### src/rtl/mmio_led_timer.sv
// Memory-mapped LED/RGB PWM duty register plus free-running microsecond and millisecond timers.
// Occupies 12 bytes at BASE_ADDR; load data and the hit flag are registered.
module mmio_led_timer #(
    parameter int unsigned CLK_FREQ_HZ = 12000000,
    parameter logic [31:0] BASE_ADDR   = 32'hFFFFFFF4
) (
    input  logic        clk,
    input  logic        reset,
    input  logic [2:0]  funct3,
    input  logic        dmem_wren,
    input  logic [31:0] dmem_address,
    input  logic [31:0] dmem_data_in,
    output logic [31:0] dmem_data_out,
    output logic        hit,
    output logic        led,
    output logic        red,
    output logic        green,
    output logic        blue
);

    localparam logic [31:0] PrescaleMax = 32'(CLK_FREQ_HZ / 1000000 - 1);

    logic [31:0]      offset;
    logic             in_range;
    logic [1:0]       word_sel;
    logic [1:0]       lane;
    logic [3:0]       byte_en;
    logic [31:0]      wr_data;
    logic [31:0]      duty_q, duty_d;
    logic [31:0]      rd_word, rd_shift, rd_ext;
    logic [31:0]      dout_q;
    logic             hit_q;
    logic [7:0]       pwm_cnt_q;
    logic [3:0][7:0]  shadow_q;
    logic [3:0]       pwm_d, pwm_q;
    logic [31:0]      presc_q;
    logic [9:0]       us_sub_q;
    logic [31:0]      us_q, ms_q;
    logic             presc_tc, sub_tc;

    // Subtract first so the range test cannot overflow at the top of the address space.
    assign offset   = dmem_address - BASE_ADDR;
    assign in_range = (dmem_address >= BASE_ADDR) && (offset < 32'd12);
    assign word_sel = offset[3:2];
    assign lane     = dmem_address[1:0];
    assign wr_data  = dmem_data_in << {lane, 3'b000};

    always_comb begin
        byte_en = 4'b0000;
        case (funct3[1:0])
            2'b00:   byte_en = 4'b0001 << lane;
            2'b01:   byte_en = lane[0] ? 4'b0000 : (4'b0011 << lane);
            2'b10:   byte_en = (lane == 2'b00) ? 4'b1111 : 4'b0000;
            default: byte_en = 4'b0000;
        endcase
        if (!(dmem_wren && in_range && (word_sel == 2'd2))) begin
            byte_en = 4'b0000;
        end
    end

    always_comb begin
        duty_d = duty_q;
        for (int i = 0; i < 4; i++) begin
            if (byte_en[i]) begin
                duty_d[8*i +: 8] = wr_data[8*i +: 8];
            end
        end
    end

    always_comb begin
        rd_word = 32'd0;
        case (word_sel)
            2'd0:    rd_word = us_q;
            2'd1:    rd_word = ms_q;
            2'd2:    rd_word = duty_q;
            default: rd_word = 32'd0;
        endcase
    end

    assign rd_shift = rd_word >> {lane, 3'b000};

    always_comb begin
        rd_ext = 32'd0;
        case (funct3)
            3'b000:  rd_ext = {{24{rd_shift[7]}}, rd_shift[7:0]};
            3'b001:  rd_ext = {{16{rd_shift[15]}}, rd_shift[15:0]};
            3'b010:  rd_ext = rd_shift;
            3'b100:  rd_ext = {24'd0, rd_shift[7:0]};
            3'b101:  rd_ext = {16'd0, rd_shift[15:0]};
            default: rd_ext = 32'd0;
        endcase
    end

    always_ff @(posedge clk or negedge reset) begin
        if (!reset) begin
            duty_q <= 32'd0;
            dout_q <= 32'd0;
            hit_q  <= 1'b0;
        end else begin
            duty_q <= duty_d;
            dout_q <= in_range ? rd_ext : 32'd0;
            hit_q  <= in_range;
        end
    end

    // Shadows sample the old duty on the wrap edge so a period is never cut short.
    always_comb begin
        pwm_d = 4'b0000;
        for (int i = 0; i < 4; i++) begin
            pwm_d[i] = (shadow_q[i] == 8'hFF) || (pwm_cnt_q < shadow_q[i]);
        end
    end

    always_ff @(posedge clk or negedge reset) begin
        if (!reset) begin
            pwm_cnt_q <= 8'd0;
            shadow_q  <= '0;
            pwm_q     <= 4'b0000;
        end else begin
            pwm_cnt_q <= pwm_cnt_q + 8'd1;
            if (pwm_cnt_q == 8'hFF) begin
                shadow_q <= duty_q;
            end
            pwm_q <= pwm_d;
        end
    end

    assign presc_tc = (presc_q == PrescaleMax);
    assign sub_tc   = (us_sub_q == 10'd999);

    always_ff @(posedge clk or negedge reset) begin
        if (!reset) begin
            presc_q  <= 32'd0;
            us_sub_q <= 10'd0;
            us_q     <= 32'd0;
            ms_q     <= 32'd0;
        end else if (presc_tc) begin
            presc_q  <= 32'd0;
            us_q     <= us_q + 32'd1;
            us_sub_q <= sub_tc ? 10'd0 : us_sub_q + 10'd1;
            if (sub_tc) begin
                ms_q <= ms_q + 32'd1;
            end
        end else begin
            presc_q <= presc_q + 32'd1;
        end
    end

    assign dmem_data_out = dout_q;
    assign hit           = hit_q;
    assign led           = pwm_q[3];
    assign red           = pwm_q[2];
    assign green         = pwm_q[1];
    assign blue          = pwm_q[0];

endmodule

### config.mk
export PLATFORM = sky130hd
export DESIGN_NAME = mmio_led_timer
export DESIGN_NICKNAME = d
export VERILOG_FILES = /design/src/rtl/mmio_led_timer.sv
export SDC_FILE = /design/constraint.sdc
export NUM_CORES = 1
export LEC_CHECK = 0
export CAP_MARGIN = 20
export CORE_MARGIN = 2
export CORE_UTILIZATION = 58
export CTS_CLUSTER_SIZE = 20
export DETAILED_ROUTE_END_ITERATION = 16
export GPL_ROUTABILITY_DRIVEN = 0
export GPL_TIMING_DRIVEN = 1
export PLACE_DENSITY = 0.81
export SYNTH_ARGS = -nofsm -noshare
export SYNTH_HDL_FRONTEND = slang
export SYNTH_SLANG_ARGS = --single-unit
### constraint.sdc
create_clock -name clk -period 3 [get_ports clk]
set_input_delay 0.45 -clock clk [delete_from_list [all_inputs] [get_ports clk]]
set_output_delay 0.45 -clock clk [all_outputs]
set_load 0.05 [all_outputs]
# Word level (Yosys, flattened, before mapping)
# Cells that the tools add are included.
# word_totals
ff_bits,215
output_inout_bits,37
# classes
n_addsub,6
order_cmp,6
n_eq_ne,15
shifts,4
muxes,9
reduce_logical,12
# ops
operator,n
one-hot mux 32 bit (5 select lines),1
"adder 32 x 1 -> 32 bit, second input constant",3
one-hot mux 32 bit (3 select lines),1
2-to-1 mux 32 bit,2
"== test 8 bit, second input constant",5
"== test 32 x 4 -> 1 bit, second input constant",1
"greater-or-equal comparator 32 bit, second input constant",1
"< comparator 32 x 4 -> 1 bit, second input constant",1
< comparator 8 bit,4
<< shifter 32 x 5 -> 32 bit,1
right shift 32 x 5 -> 32 bit,1
"subtractor 32 bit, second input constant",1
2-to-1 mux 4 bit,3
one-hot mux 4 bit (3 select lines),1
"adder 10 x 1 -> 10 bit, second input constant",1
"== test 10 bit, second input constant",1
2-to-1 mux 10 bit,1
"adder 8 x 1 -> 8 bit, second input constant",1
"== test 3 bit, second input constant",2
logical NOT 2 bit,3
"== test 2 x 1 -> 1 bit, second input constant",2
"== test 2 bit, second input constant",2
logical OR 1 bit,4
"<< shifter 1 x 2 -> 4 bit, first input constant",1
6 further kinds,8

# Logic depth before layout (Yosys ltp)
# logic_depth
ltp_word,6
mapped_depth,9
depth_no_buf,7

# Worst setup path before layout
# Ideal clock, no wire load.
# synth_path
kind,input port to flip-flop
startpoint,input dmem_address[2]
endpoint,register dout_q[16] (netlist: dmem_data_out[16])
setup_ns,0.153
arrival_ns,2.116
required_time_ns,2.847
path_slack_ns,0.731
stages,7
path_buffers,1
cell_sequence,buf_2 mux2_2 a221o_1 a32oi_1 nor2_1 o211ai_1 o21ai_0
# synth_via
elab_chain_len,6
# synth_lines
element,line,source
start: declaration,11,"input logic [31:0] dmem_address,"
subtractor 32 bit,42,assign offset = dmem_address - BASE_ADDR;
"== test 2 bit, or another cell as far along",72,case (word_sel)
one-hot mux 32 bit (3 select lines),72,
right shift 32 x 5 -> 32 bit,80,"assign rd_shift = rd_word >> {lane, 3'b000};"
one-hot mux 32 bit (5 select lines),84,case (funct3)
2-to-1 mux 32 bit (*),101,dout_q <= in_range ? rd_ext : 32'd0;
end signal: assignment,101,
end: declaration,31,logic [31:0] dout_q;
# Every way passes the cells marked *; elsewhere a longest branch is shown, timed or not.
# A chain may end at the register's enable or synchronous reset.

# Final worst setup path
# layout_path
startpoint,register us_sub_q[0]
endpoint,register ms_q[25]
# layout_via
elab_chain_len,2
# layout_lines
element,line,source
start: declaration,37,logic [9:0] us_sub_q;
start signal: assignment,140,us_sub_q <= sub_tc ? 10'd0 : us_sub_q + 10'd1;
== test 10 bit,129,assign sub_tc = (us_sub_q == 10'd999);
AND reduction 2 bit (no source line),--,
end signal: assignment,142,ms_q <= ms_q + 32'd1;
end: declaration,38,"logic [31:0] us_q, ms_q;"
# Every way passes these cells.

==> key figures <==
Power and ir drop
  • Sequential group share of total power: 0.493
  • Worst vdd ir: 0.454 mV
  • Logic pwr share: 0.063
  • Pwr dens: 443 mW/mm²
  • Tot Pwr: 5880 µW
  • Switching power total: 1340 µW
  • Internal: 4540 µW
  • Sw Ratio: 0.228
  • Leak: 0.00603 µW
  • Clock group share of total power: 0.444

Detailed routing
  • DRT Pass-1 Iters: 5
  • Met2 Wirelength: 13.5 mm
  • Vias: 8759
  • Wire per inst: 19.4 µm
  • Highest Signal Layer: met4
  • Vias per cell: 6.02
  • WL met1: 11.6 mm
  • DRC Markers: 0
  • Starting DRT DRC Count: 701
  • Post-route ant nets: 0
  • Total wire length: 28.3 mm
  • Routed wl met3: 2.06 mm

Timing
  • Fin. Hold Viols: 0
  • Worst hold slack: 0.471 ns
  • Final worst-path cycle share: 0.843
  • Minimum clock period: 2.53 ns
  • Fmax: 0.395 GHz
  • Slew @ Worst Pin: 0.628 ns
  • RSZ-0062 raised after global routing: no
  • Setup TNS: 0 ns
  • Final Setup Violations: 0
  • Fin. max-slew vios: 0
  • Setup Skew: 0.0163 ns
  • Relative slew slack: 0.581

Synth
  • Post-synth ARST share: 1.00
  • Synth cell types: 57
  • Post-synth top cells: dfrtp_1 (215), mux2_2 (86), nand2_1 (84)
  • Mapped cell area: 0.0112 mm²
  • Synthesized instance count: 1067
  • Post-synth EDFFs: 0
  • Syn nets: 1170
  • FF+latch count, synth: 215
  • Synth Flop Type: dfrtp_1
  • Most area-hungry cell type in the Yosys netlist: dfrtp_1
  • Avg Inst Size Synth: 10.5 µm²
  • Sequential area share after synthesis: 0.482
  • Area contributors post-synth: dfrtp_1 (48%), mux2_2 (8.7%), xnor2_1 (5.3%), ha_1 (3.7%), nand2_1 (2.8%)
  • Yosys top cell area share: 0.482
  • Most frequent cell after synthesis: dfrtp_1
  • Synth warn: 0

Floorplanning
  • Initial Util: 0.593
  • Die area: 0.0204 mm²
  • Die H: 143 µm
  • Core area: 0.0188 mm²
  • Die width: 143 µm
  • Rows: 50
  • Io pins: 107

Clock network
  • CTS Buf Count: 23
  • Post-CTS setup buffers: 0
  • Clock Pin Slew Worst Setup and Hold Paths: 0.06 ns
  • Clock sink count: 215
  • CTS tree: done
  • Resize count post-CTS: 0
  • Worst skew pair latency: 0.51 ns
  • # H-tree levels: 1
  • Clock Path Buffers: 3
  • Root Driver: clkbuf_16

Cells and area
  • Fraction of layout cells with a size suffix above 1: 0.135
  • Final net count: 1282
  • Final core utilization: 0.706
  • Area growth syn-to-layout: 19.0%
  • N_diodes: 0
  • Post-Layout Inst Area: 0.0133 mm²

Setup path
  • Worst Path Max Fanout: 11
  • Crit. End Element: register
  • CP startpoint kind: register
  • Critical Path Slowest Stage Cell: nor4_1
  • CP peak stage delay: 0.44 ns
  • CP delay by family, top: simple AND/OR/NAND/NOR gates
  • WP buf/inv: 1
  • Worst path cell trace: ha_1, nand4b_1, nor3b_1, nand4_1, nor4_1, buf_4, nand3_1, xnor2_1
  • Critical Path AT: 2.91 ns
  • CP Class: reg2reg
  • CP Data Required Time: 3.39 ns

Status
  • Status: completed

Global routing
  • Largest net degree at the start of global routing: 77
  • GRT Residual Overflow: 0
  • Vias in the first global route: 8528
  • Antenna violations before repair: 0
  • First-pass GRT wire length: 45.2 mm
  • Global Route Usage Sum: 0.284

Hold path
  • Hold Crit Class: reg2reg

Placement
  • Port Buffers: 106
  • DP HPWL: 20.9 mm
  • Post-Place Cell Area: 0.0126 mm²

Flow run
  • Max-Cap Viols: 0
==> flip-flops by register name (all words and copies together), names as in the netlist <==
name / flops
ms_q: 32
us_q: 32
presc_q: 32
dmem_data_out: 32
us_sub_q: 10
pwm_q: 4
pwm_cnt_q: 8
duty_q: 32
shadow_q: 32
hit: 1
==> path summary, 6_finish.rpt <==
check | start | endpoint | slack, ns | cells past startpoint
min | presc_q[31]$_DFF_PN0_ | presc_q[31]$_DFF_PN0_ | 0.47 | 1
max in group asynchronous | reset | us_q[15]$_DFFE_PN0N_ | 1.65 | 3
min reg2reg | presc_q[31]$_DFF_PN0_ | presc_q[31]$_DFF_PN0_ | 0.47 | 1
max reg2reg | us_sub_q[0]$_DFFE_PN0N_ | ms_q[25]$_DFFE_PN0P_ | 0.47 | 8
max | us_sub_q[0]$_DFFE_PN0N_ | ms_q[25]$_DFFE_PN0P_ | 0.47 | 8
min in group asynchronous | reset | pwm_cnt_q[4]$_DFF_PN0_ | 0.54 | 2
==> worst register-to-register path, stage by stage (launching register included) <==
cell and delay (ns):
dfrtp_1 0.38, ha_1 0.21, nand4b_1 0.10, nor3b_1 0.33, nand4_1 0.40, nor4_1 0.44
buf_4 0.26, nand3_1 0.13, xnor2_1 0.16
==> cells in the final DEF, fill, tap and decap left out, types with 5 or more instances in the layout <==
cell type	synthesis	final
a211oi_1	20	20
a21boi_0	9	9
a21o_1	9	9
a21oi_1	32	32
a221oi_1	6	6
a22oi_1	9	9
and2_1	8	8
and3_1	23	23
and4_1	11	11
buf_4	1	26
clkbuf_1	24	5
clkbuf_16	0	23
clkdlybuf4s50_1	0	102
clkinv_2	0	7
dfrtp_1	215	215
ha_1	33	33
inv_1	42	42
mux2_2	86	86
mux2i_1	31	31
nand2_1	84	84
nand2b_1	12	12
nand3_1	45	45
nand4_1	35	35
nor2_1	77	77
nor2b_1	9	8
nor3_1	8	8
nor4_1	11	11
o21ai_0	42	42
o22ai_1	8	8
o2bb2ai_1	5	5
xnor2_1	67	67
xor2_1	33	33
==> cells by family (layout without fill, tap and decap cells) <==
family          after synthesis  count (layout)  synth area share
fa+ha+maj                    33              33            0.0370
compound gates              169             169            0.0999
simple gates                340             340             0.153
buf+inv                      92             219            0.0335
mux                         118             118             0.117
flops                       215             215             0.482
xor+xnor                    100             100            0.0784
==> what timing repair did <==
item                       4_1_cts  5_1_grt
setup endpoints to repair        0        0
hold endpoints to repair        13        0
hold buffers                     1        0
==> metal layers <==
metal,up-vias,GRT usage
met3,73,0.0453
met1,4272,0.381
met2,374,0.467
met4,0,0.110
met5,-,0
li1,4040,-
==> cell type report <==
type | instances | area, µm²
clock buffers | 31 | 636
clock inverters | 9 | 52.6
fillers | 1334 | 5540
inverters | 43 | 161
multi-input cells | 760 | 5420
flip-flops and latches | 215 | 5380
well taps | 260 | 325
repair buffers | 136 | 1320
==> per-stage QoR <==
stage	std cells	setup WS (ns)
floorplan	1067	0.731
global placement	1413	0.0256
detailed placement	1413	-0.0328
CTS	1454	0.440
global route	1454	0.246
finish	1454	0.470
==> power groups by stage <==
stage	Combinational (µW)	Clock, µW	Sequential [µW]
after global routing	403	2780	2900
after global placement	361	0	2950
after floorplan	144	0	2950
final	370	2610	2900
after CTS	368	2640	2900
after detailed placement	364	0	2950
Power figures use the tool's default switching activity.
==> RTL edit, RTL diff (same settings) <==
Take the reset off `dout_q` and load it in a clocked block of its own.
--- a/src/rtl/mmio_led_timer.sv
+++ b/src/rtl/mmio_led_timer.sv
@@ -95,11 +95,13 @@
         if (!reset) begin
             duty_q <= 32'd0;
-            dout_q <= 32'd0;
             hit_q  <= 1'b0;
         end else begin
             duty_q <= duty_d;
-            dout_q <= in_range ? rd_ext : 32'd0;
             hit_q  <= in_range;
         end
+    end
+
+    always_ff @(posedge clk) begin
+        dout_q <= in_range ? rd_ext : 32'd0;
     end
 
Behaviour: differs if reset is asserted again (counterexample within 4 cycles, from zero or initial values and one cycle with reset low); with reset held inactive, the same outputs for 10 cycles.
==> RTL edit against the unedited design <==
Global-route usage shrank 1.1 points; synthesized area fell by 2.0%; sequential cell count unchanged; routed wire length shrank 4.0%; die area fell by 2.0%; cell area decreased by 1.8%; first-iteration DRC count shrank 11%; total power up 2.4%; setup slack got worse by 0.16 ns.
==> RTL edit: results (changes against the unedited design) <==
* Status: completed
* FFs w/ async S/R, synth at 85.1% (-15 points)
* Headroom to the max-slew limit at 45.2% (-13 points)
* Synth area leaders: dfrtp_1 (42%), mux2_2 (11%), xnor2_1 (6.4%), dfxtp_1 (5.9%), ha_1 (3.8%)
* Worst VDD drop at 0.000405 V (-11%)
* Commonest cells in the synthesized netlist: dfrtp_1 (183), mux2_2 (105), xnor2_1 (80)
* Crit path arrival time at 3.09 ns (+0.18 ns)
* Clk_skew at 0.0153 ns (-0.00103 ns)
* Pin count of the biggest net entering global routing at 78 (+1.3%)
* Yosys cell types at 55 (-3.5%)
* Vias in the first global route at 8164 (-4.3%)
* CP max FO at 8 (-3)
* First-pass DRT Iterations at 6 (+1)
* Layout cells sized above 1 at 15.8% (+2.3 points)
* DRC marker count from the first detailed-route iteration at 625 (-11%)
* Routed vias at 8285 (-5.4%)
* Overall Global Routing Usage at 27.3% (-1.1 points)
* Leak at 5.80 nW (-3.8%)
* Post-synthesis sequential area ratio at 47.7% (-0.47 points)
* Hpwl dp at 19500 um (-6.7%)
* Post-Route WL at 27100 um (-4.0%)
* Nets at 1226 (-4.4%)
* P_int at 4.70 mW (+3.5%)
* Final Non-Filler Cells at 1372 (-5.6%)
* Global-route wire length before repair at 43300 um (-4.1%)
* Clk slew on worst S/H paths at 0.06 ns (about the same)
-- RTL edit: final timing paths --
kind / startpoint / to / slack, ns / cells past startpoint
max: presc_q[0] / ms_q[31] / 0.31 / 7
min: us_q[20] / us_q[20] / 0.49 / 1
max reg2reg: presc_q[0] / ms_q[31] / 0.31 / 7
min reg2reg: us_q[20] / us_q[20] / 0.49 / 1
max in group asynchronous: reset / us_sub_q[8] / 1.61 / 3
min in group asynchronous: reset / pwm_cnt_q[6] / 0.53 / 2
-- RTL edit: kinds of logic after synthesis --
| group | count (synthesis) | share of synthesized area [%] |
|---|---|---|
| adders and majority gates | 33 | 3.77 |
| AOI/OAI and AO/OA | 151 | 9.57 |
| and+or+nand+nor | 297 | 14.5 |
| muxes | 132 | 13.3 |
| DFF | 215 | 47.7 |
| xor gates and xnor gates | 100 | 8.00 |
| buffers and inverters | 83 | 3.16 |
-- RTL edit: worst reg2reg max path: stages, from the launching register on --
cell and delay (ns):
dfrtp_1 0.39, ha_1 0.25, nor4bb_1 0.30, nand4_1 0.23
nor4_1 0.58, and3b_1 0.45, nand3_1 0.22, xnor2_1 0.17
-- RTL edit: metal layers --
| layer | vias to the layer above | wire length, um | GRT usage (%) |
|---|---|---|---|
| met4 | 0 | 621 | 6.89 |
| met5 | - | 0 | 0 |
| met1 | 4096 | 11400 | 37.1 |
| li1 | 3862 | - | - |
| met2 | 275 | 13100 | 44.7 |
| met3 | 52 | 2000 | 6.38 |
-- RTL edit: power by group through the flow --
stage	registers (mW)	clock network (mW)	logic [mW]
detailed placement	2.95	0	0.306
global placement	2.95	0	0.304
global route	2.89	2.96	0.340
CTS	2.89	2.85	0.311
finish	2.89	2.82	0.312
floorplan	2.95	0	0.122
-- RTL edit: area by class of cell --
| cell class | instances | area, um^2 |
|---|---|---|
| fill | 1324 | 5540 |
| multi-input combinational | 713 | 5380 |
| sequential | 215 | 5220 |
| timing repair buffer | 127 | 1240 |
| clock buffer | 33 | 684 |
| tap | 234 | 293 |
| inverter | 43 | 161 |
| clock inverter | 7 | 67.6 |
-- RTL edit: stage by stage --
stage / setup slack [ns] / area (um^2) / hold WS [ns] / total power, mW
after global placement: 0.157 / 12300 / 0.469 / 3.25
after CTS: 0.329 / 13000 / 0.489 / 6.06
after detailed placement: 0.0641 / 12300 / 0.466 / 3.25
after floorplan: 0.876 / 10900 / 0.154 / 3.07
final: 0.311 / 13000 / 0.490 / 6.03
after global routing: 0.113 / 13000 / 0.507 / 6.19
